## src/rtl/match_controller_if.sv

```systemverilog
// Signal bundle between the match sequencer and its neighbours: the start
// and abort controls, the scoring block (goal pulse, scores, clear) and the
// display/actuator side (countdown, play enable, match over, winner, debug).
//
// Timing contract: every signal is a plain level sampled or updated on the
// rising clock edge. There is no valid/ready pairing. i_goal and
// o_score_clear are single-cycle pulses. Every other signal is a level.
interface match_controller_if;
  logic        i_start;
  logic        i_abort;
  logic        i_goal;
  logic [7:0]  i_score_P1;
  logic [7:0]  i_score_P2;
  logic        o_score_clear;
  logic        o_countdown;
  logic        o_play_en;
  logic        o_match_over;
  logic [1:0]  o_winner;
  logic [31:0] o_debug;

  // Sequencer side
  modport slave (
    input  i_start, i_abort, i_goal, i_score_P1, i_score_P2,
    output o_score_clear, o_countdown, o_play_en, o_match_over, o_winner, o_debug
  );

  // Environment side (buttons, scoring block, display)
  modport master (
    output i_start, i_abort, i_goal, i_score_P1, i_score_P2,
    input  o_score_clear, o_countdown, o_play_en, o_match_over, o_winner, o_debug
  );
endinterface

```

## src/rtl/match_controller.sv

```systemverilog
// Match sequencer for the puck/ball table. It clears the scoring block and
// runs a serve countdown. It then enables play until a goal arrives, holds
// off after each goal, and declares a winner once either score reaches
// WinScore.
// All outputs are decoded from registered state only. The scores shown on
// o_debug are taken through a register, so nothing passes combinationally
// from an input to an output.
module match_controller #(
  parameter logic [7:0]  WinScore        = 8'd7,
  parameter logic [31:0] CountdownCycles = 32'd150000000,
  parameter logic [31:0] GoalHoldCycles  = 32'd60000000
) (
  input  logic                i_clk,
  input  logic                i_reset,
  match_controller_if.slave   bus
);

  typedef enum logic [2:0] {
    s_Idle      = 3'b000,
    s_Clear     = 3'b001,
    s_Countdown = 3'b010,
    s_Play      = 3'b011,
    s_GoalHold  = 3'b100,
    s_Over      = 3'b101
  } state_t;

  // Terminal counts, computed once at full counter width
  localparam logic [31:0] CountdownLast = CountdownCycles - 32'd1;
  localparam logic [31:0] GoalHoldLast  = GoalHoldCycles - 32'd1;

  state_t      state_q;
  logic [31:0] count_q;
  logic [1:0]  winner_q;
  logic [7:0]  score_p1_q;
  logic [7:0]  score_p2_q;

  logic        p1_reached;
  logic        p2_reached;
  logic        count_cd_done;
  logic        count_hold_done;

  // Target comparison against the live scores; only used at the end of the hold
  assign p1_reached      = (bus.i_score_P1 >= WinScore);
  assign p2_reached      = (bus.i_score_P2 >= WinScore);
  assign count_cd_done   = (count_q == CountdownLast);
  assign count_hold_done = (count_q == GoalHoldLast);

  // Main sequencer. Reset wins over everything. Abort wins over goal and start in every state except idle.
  always_ff @(posedge i_clk) begin
    if (i_reset) begin
      state_q  <= s_Idle;
      count_q  <= 32'd0;
      winner_q <= 2'b00;
    end else if (bus.i_abort && (state_q != s_Idle)) begin
      state_q  <= s_Idle;
      count_q  <= 32'd0;
      winner_q <= 2'b00;
    end else begin
      case (state_q)
        s_Idle: begin
          if (bus.i_start) begin
            state_q <= s_Clear;
          end
        end
        s_Clear: begin
          winner_q <= 2'b00;
          count_q  <= 32'd0;
          state_q  <= s_Countdown;
        end
        s_Countdown: begin
          if (count_cd_done) begin
            count_q <= 32'd0;
            state_q <= s_Play;
          end else begin
            count_q <= count_q + 32'd1;
          end
        end
        s_Play: begin
          // A goal ends the rally; start requests are meaningless mid-play
          if (bus.i_goal) begin
            count_q <= 32'd0;
            state_q <= s_GoalHold;
          end
        end
        s_GoalHold: begin
          // Further goal pulses are ignored; only the hold timer matters
          if (count_hold_done) begin
            count_q <= 32'd0;
            if (p1_reached || p2_reached) begin
              winner_q <= {p2_reached, p1_reached};
              state_q  <= s_Over;
            end else begin
              state_q  <= s_Countdown;
            end
          end else begin
            count_q <= count_q + 32'd1;
          end
        end
        s_Over: begin
          // A start held high from earlier presses restarts immediately; intended
          if (bus.i_start) begin
            state_q <= s_Clear;
          end
        end
        default: begin
          state_q <= s_Idle;
          count_q <= 32'd0;
        end
      endcase
    end
  end

  // Registered copy of the scores shown on the debug word
  always_ff @(posedge i_clk) begin
    if (i_reset) begin
      score_p1_q <= 8'd0;
      score_p2_q <= 8'd0;
    end else begin
      score_p1_q <= bus.i_score_P1;
      score_p2_q <= bus.i_score_P2;
    end
  end

  assign bus.o_score_clear = (state_q == s_Clear);
  assign bus.o_countdown   = (state_q == s_Countdown);
  assign bus.o_play_en     = (state_q == s_Play);
  assign bus.o_match_over  = (state_q == s_Over);
  assign bus.o_winner      = winner_q;
  assign bus.o_debug       = {score_p2_q, score_p1_q, 6'd0, winner_q, 5'd0, state_q};

endmodule

```

## src/flat_wrapper.sv

```systemverilog
// flat-port wrapper written by rule: the top's interface ports become plain ports
module match_controller_flat 
#(
  parameter logic [7:0]  WinScore        = 8'd7,
  parameter logic [31:0] CountdownCycles = 32'd150000000,
  parameter logic [31:0] GoalHoldCycles  = 32'd60000000
)
  (i_clk, i_reset, bus_i_start, bus_i_abort, bus_i_goal, bus_i_score_P1, bus_i_score_P2, bus_o_score_clear, bus_o_countdown, bus_o_play_en, bus_o_match_over, bus_o_winner, bus_o_debug);
  match_controller_if bus_i ();
  input  logic i_clk;
  input  logic i_reset;
  input wire logic [$bits(bus_i.i_start)-1:0] bus_i_start;
  input wire logic [$bits(bus_i.i_abort)-1:0] bus_i_abort;
  input wire logic [$bits(bus_i.i_goal)-1:0] bus_i_goal;
  input wire logic [$bits(bus_i.i_score_P1)-1:0] bus_i_score_P1;
  input wire logic [$bits(bus_i.i_score_P2)-1:0] bus_i_score_P2;
  output wire logic [$bits(bus_i.o_score_clear)-1:0] bus_o_score_clear;
  output wire logic [$bits(bus_i.o_countdown)-1:0] bus_o_countdown;
  output wire logic [$bits(bus_i.o_play_en)-1:0] bus_o_play_en;
  output wire logic [$bits(bus_i.o_match_over)-1:0] bus_o_match_over;
  output wire logic [$bits(bus_i.o_winner)-1:0] bus_o_winner;
  output wire logic [$bits(bus_i.o_debug)-1:0] bus_o_debug;
  assign bus_i.i_start = bus_i_start;
  assign bus_i.i_abort = bus_i_abort;
  assign bus_i.i_goal = bus_i_goal;
  assign bus_i.i_score_P1 = bus_i_score_P1;
  assign bus_i.i_score_P2 = bus_i_score_P2;
  assign bus_o_score_clear = bus_i.o_score_clear;
  assign bus_o_countdown = bus_i.o_countdown;
  assign bus_o_play_en = bus_i.o_play_en;
  assign bus_o_match_over = bus_i.o_match_over;
  assign bus_o_winner = bus_i.o_winner;
  assign bus_o_debug = bus_i.o_debug;
  match_controller #(.WinScore(WinScore), .CountdownCycles(CountdownCycles), .GoalHoldCycles(GoalHoldCycles)) u_core (.i_clk(i_clk), .i_reset(i_reset), .bus(bus_i));
endmodule
```

## config.mk

```make
export PLATFORM = sky130hd
export DESIGN_NAME = match_controller_flat
export DESIGN_NICKNAME = d
export VERILOG_FILES = /design/src/rtl/match_controller_if.sv /design/src/rtl/match_controller.sv /design/src/flat_wrapper.sv
export SDC_FILE = /design/constraint.sdc
export NUM_CORES = 1
export LEC_CHECK = 0
export ABC_AREA = 1
export ABC_CLOCK_PERIOD_IN_PS = 3500
export BUFFER_PORTS_ARGS = -buffer_cell sky130_fd_sc_hd__buf_2
export CORE_MARGIN = 5
export CORE_UTILIZATION = 45
export DETAILED_ROUTE_END_ITERATION = 8
export PLACE_DENSITY = 0.69
export SYNTH_ARGS = -nofsm -noshare
export SYNTH_HDL_FRONTEND = slang
export SYNTH_SLANG_ARGS = --single-unit
```

## constraint.sdc

```tcl
create_clock -name i_clk -period 3.5 [get_ports i_clk]
set_input_delay 0.35 -clock i_clk [delete_from_list [all_inputs] [get_ports i_clk]]
set_output_delay 0.35 -clock i_clk [all_outputs]
set_load 0.01 [all_outputs]
```

=== Yosys cells after proc, flatten, opt, wreduce, memory -nomap -nowiden ===
Index checks and enable logic that the tools add are counted.

* Add/subtract/negate cells: 1
* Order comparisons: 2
* Eq/ne operators: 12
* Muxes and demuxes: 13
* Bitwise logic cells: 1
* Reductions and logical operators: 10

{| class="wikitable"
|+ Operators by type and width
! kind !! count
|-
| 32-bit case mux with 4 select lines || 1
|-
| 32-bit 2-to-1 mux || 3
|-
| 32-bit by 1-bit adder with 32-bit output, second input constant || 1
|-
| 32-bit by 26-bit == test with 1-bit output, second input constant || 1
|-
| 32-bit by 28-bit == test with 1-bit output, second input constant || 1
|-
| 8-bit by 3-bit >= comparator with 1-bit output, second input constant || 2
|-
| 3-bit 2-to-1 mux || 5
|-
| 3-bit case mux with 5 select lines || 1
|-
| 2-bit by 1-bit inequality test with 1-bit output, second input constant || 4
|-
| 3-bit by 2-bit == test with 1-bit output, second input constant || 2
|-
| 3-bit == test, second input constant || 2
|-
| 2-bit 2-to-1 mux || 2
|-
| 2-bit case mux with 2 select lines || 1
|-
| 4-bit AND reduction || 1
|-
| 2-bit OR reduction || 2
|-
| 3-bit by 1-bit == test with 1-bit output, second input constant || 1
|-
| 3-bit zero test || 1
|-
| 3-bit AND reduction || 1
|-
| 3-bit nonzero test || 1
|-
| 2-bit inequality test, second input constant || 1
|-
| 2-bit AND reduction || 1
|-
| 2-bit nonzero test || 1
|-
| 1-bit logical AND || 1
|-
| 1-bit logical OR || 1
|-
| 1-bit inverter || 1
|}

* Register bits: 53
* Output and inout port bits: 38
* Word-level logic and storage cells: 44

=== Longest topological paths before layout ===
* Depth in word-level cells: 5
* Mapped depth: 13
* Depth with buffers taken out: 12

=== Least setup slack after synthesis ===
Ideal clock, no wire load.

* Path kind: register to register
* From: register u_core.count_q[0]
* To: register u_core.count_q[29]
* Data arrival time: 1.441 ns
* Data required time: 3.384 ns
* Setup slack: 1.943 ns
* Cell stages (with the launch flop): 12
* Path buffers: 1
* Cell sequence: dfxtp_1 -> ha_1 -> nand2_1 -> nor2_2 -> nand2_1 -> nor2_2 -> nand2_2 -> nand2_4 -> nand3_4 -> nand2_4 -> buf_6 -> nor2_1

* Word-level cells in the longest chain between the ends: 3
* Elaborated cells on any way between the ends: 6
* Those cells by class: add/sub (1); eq/ne (2); mux (3)

{| class="wikitable"
|+ Ends and longest elaborated chain
! what !! RTL line !! RTL
|-
| start: declaration || match_controller.sv:32 || <nowiki>logic [31:0] count_q;</nowiki>
|-
| start signal: assignment || match_controller.sv:75 || <nowiki>count_q <= count_q + 32'd1;</nowiki>
|-
| start signal: assignment || match_controller.sv:96 || <nowiki>count_q <= count_q + 32'd1;</nowiki>
|-
| 32-bit by 1-bit adder with 32-bit output (tied with other cells) || match_controller.sv:75, match_controller.sv:96 ||
|-
| 32-bit 2-to-1 mux, on equally long branches || match_controller.sv:87, match_controller.sv:71 ||
|-
| 32-bit case mux with 4 select lines (*) || match_controller.sv:59 || <nowiki>case (state_q)</nowiki>
|}

Every way passes the cells marked *; elsewhere a longest branch is shown, timed or not.
A chain may end at the register's enable or synchronous reset.

=== Final worst setup path ===
* From: register u_core.count_q[0]
* To: register u_core.count_q[18]

The elaborated chain is that of the path after synthesis.

==> results.tsv <==
metric	value	unit
CTS Sinks	53	
fin crit period	1870	ps
Synth Instances	499	
Via density	4.82	
gr ovfl total	0	
Antenna Violating Nets Remaining	0	
post-CTS setup buffers	0	
CP max stage delay	380	ps
final hold violations	0	
post-synth cell types	36	
ys flop type	dfxtp_1	
max-slew violation count	0	
worst hold path class	in2reg	
number of max-cap violations	0	
core box area	0.00679	sq mm
IO buf count	47	
RSZ-0062 raised after global routing	no	
CTS clock-pin slew for the worst setup and hold paths	110	ps
CTS Hold Bufs	0	
DRC errors left	0	
largest net degree at the start of global routing	22	
clk buf depth	2	
Post-DP Area	0.00337	sq mm
outcome	finished clean	
Pwr Total	0.00178	W
n_diodes	0	
CTS tree	built	
die height	93.5	um
placer congestion estimate	0.960	
DR vias	3082	
H-tree depth	2	
CTS Buf Count	5	
post_cts resized	0	
Detail Placement HPWL	6070	um
async set or reset register ratio after synthesis	0	%
TNS Setup	0	ps
CP Capture Type	flip-flop	
fin crit share	53.5	%
Synth area leaders	dfxtp_1 34%, nand2_1 14%, nor2_1 12%	
critical path type	reg2reg	
critical path startpoint category	flip-flop	
Layout area overhead	10.6	%
die area	0.00875	sq mm
Routed WL	7830	um
sequential area share after synthesis	33.8	%
Root Driver	clkbuf_8	
flops & latches, synth	53	
first-pass GRT wire length	12900	um
top-area cell type share of the netlist area	33.8	%
Syn Area/Cell	6.29	sq um
Post-synth EDFFs	0	
worst-margin pin slew	846	ps
CP arrival	2080	ps
Finished Layout Cells	639	
Tot GR Track Use	18.5	%
Fmax	534	MHz
share of cells above drive strength 1	15.1	%
Pre-antenna DRT Iters	5	
Rows	30	
DR iter-0 viols	227	
Power Dens Cells	514	mW/mm^2
WP data required	3700	ps
CP Max Fanout	21	
antenna violations before repair	0	
die width	93.5	um
clk_lat worst skew	320	ps
worst relative slew slack	43.6	%
Synth Warn #	0	
I/O pins	59	
Final Skew	8.97	ps
Final #Nets	564	
final-report setup violation count	0	
Initial Util	46.2	%
Cell Chain, Critical Path	ha_1, nand2_1, nor2_2, nand2_1, nor2_2, nand2_2, nand2_4, nand3_4, nand2_4, nor2_1	
DR WL/cell	12.3	um
Lkg Pwr	1.63	nW
maximum vdd drop	0.393	mV
number of global-route vias before repair	2852	
Synth area leader	dfxtp_1	
Syn Std Cell Area	0.00314	sq mm
DP Cell Count	631	
Critical-path top delay cell	dfxtp_1	
Final Cell Area	0.00347	sq mm
[stage by stage]
step	utilization, %	hold slack, ps	setup slack, ps
global route	51.1	218	1450
finish	51.1	228	1630
global placement	49.6	482	1690
CTS	51.1	225	1620
detailed placement	49.6	487	1650
floorplan	-	457	1940
[synthesized netlist by cell type, types with 2 or more instances]
cell type / count
nand2_1: 120
nor2_1: 102
inv_1: 72
dfxtp_1: 53
nand3_1: 43
nand4_1: 15
buf_4: 13
nor3_1: 11
o21ai_0: 9
xor2_1: 7
a21oi_1: 5
nand2_2: 5
nor2_2: 5
inv_2: 4
nand2_4: 4
buf_6: 3
nand3b_1: 3
o21ai_1: 3
clkbuf_1: 2
nand3_2: 2
nor2_4: 2
nor4_1: 2
[power breakdown]
| part | internal (W) | switching [W] | total (W) |
|---|---|---|---|
| sequential | 0.000643 | 0.0000305 | 0.000673 |
| clock | 0.000150 | 0.000231 | 0.000381 |
| combinational | 0.000199 | 0.000530 | 0.000730 |
[worst max-delay path, delay by kind of cell (launching register included)]
family,cells,cell delay (ps)
and+or+nand+nor,9,1180
adders and majority gates,1,180
DFF,1,380
[worst paths after layout]
kind | start | endpoint | slack (ps) | depth (start not counted)
hold / removal | bus_i_score_P2[2] | u_core.score_p2_q[2]$_SDFF_PP0_ | 230 | 3
hold reg to reg | u_core.count_q[0]$_SDFFE_PP0P_ | u_core.count_q[0]$_SDFFE_PP0P_ | 500 | 2
setup reg to reg | u_core.count_q[0]$_SDFFE_PP0P_ | u_core.count_q[18]$_SDFFE_PP0P_ | 1630 | 10
setup / recovery | u_core.count_q[0]$_SDFFE_PP0P_ | u_core.count_q[18]$_SDFFE_PP0P_ | 1630 | 10
[layer usage]
layer  wire, um  track usage (%)  share of wire (%)
met1       3450             22.4                 44
met2       3920             33.0                 50
met3        349             3.22                4.5
met4        112             5.49                1.4
met5          0                0                  0
[cell usage in the layout, fill, tap and decap left out, types with 2 or more instances in the layout]
master    netlist  layout
a21oi_1         5       5
conb_1          1      11
dfxtp_1        53      53
clkbuf_8        0       5
nand2_1       120     120
nand2_2         5       5
nor2_4          2       2
inv_1          72      72
nand2_4         4       4
clkinv_4        0       2
nand4_1        15      15
nor2_2          5       5
nand3_2         2       2
nor4_1          2       2
nor2_1        102     102
nand3b_1        3       3
nor3_1         11      11
o21ai_0         9       9
nand3_1        43      43
o21ai_1         3       3
buf_2           1      47
inv_2           4       4
xor2_1          7       7
[flip-flops by register name (all words and copies together) (netlist names)]
signal and count:
u_core.count_q 32, u_core.state_q 3, u_core.bus.o_winner 2, u_core.score_p2_q 8, u_core.score_p1_q 8
[kinds of logic after synthesis]
group / after synthesis / share of synthesized area [%]
buffers and inverters: 98 / 14.5
xor gates and xnor gates: 7 / 1.95
and+or+nand+nor: 317 / 45.3
AOI/OAI and AO/OA: 22 / 3.95
other: 1 / 0.119
adders and majority gates: 1 / 0.399
DFF: 53 / 33.8
[layout make-up]
type,instances,area [sq um]
tap,96,120
multi-input combinational,358,1660
inverter,77,292
fill,716,3320
sequential,53,1060
clock inverter,3,33.8
clock buffer,5,68.8
timing repair buffer,47,235
Note: power is estimated with default switching activity, not from simulation.
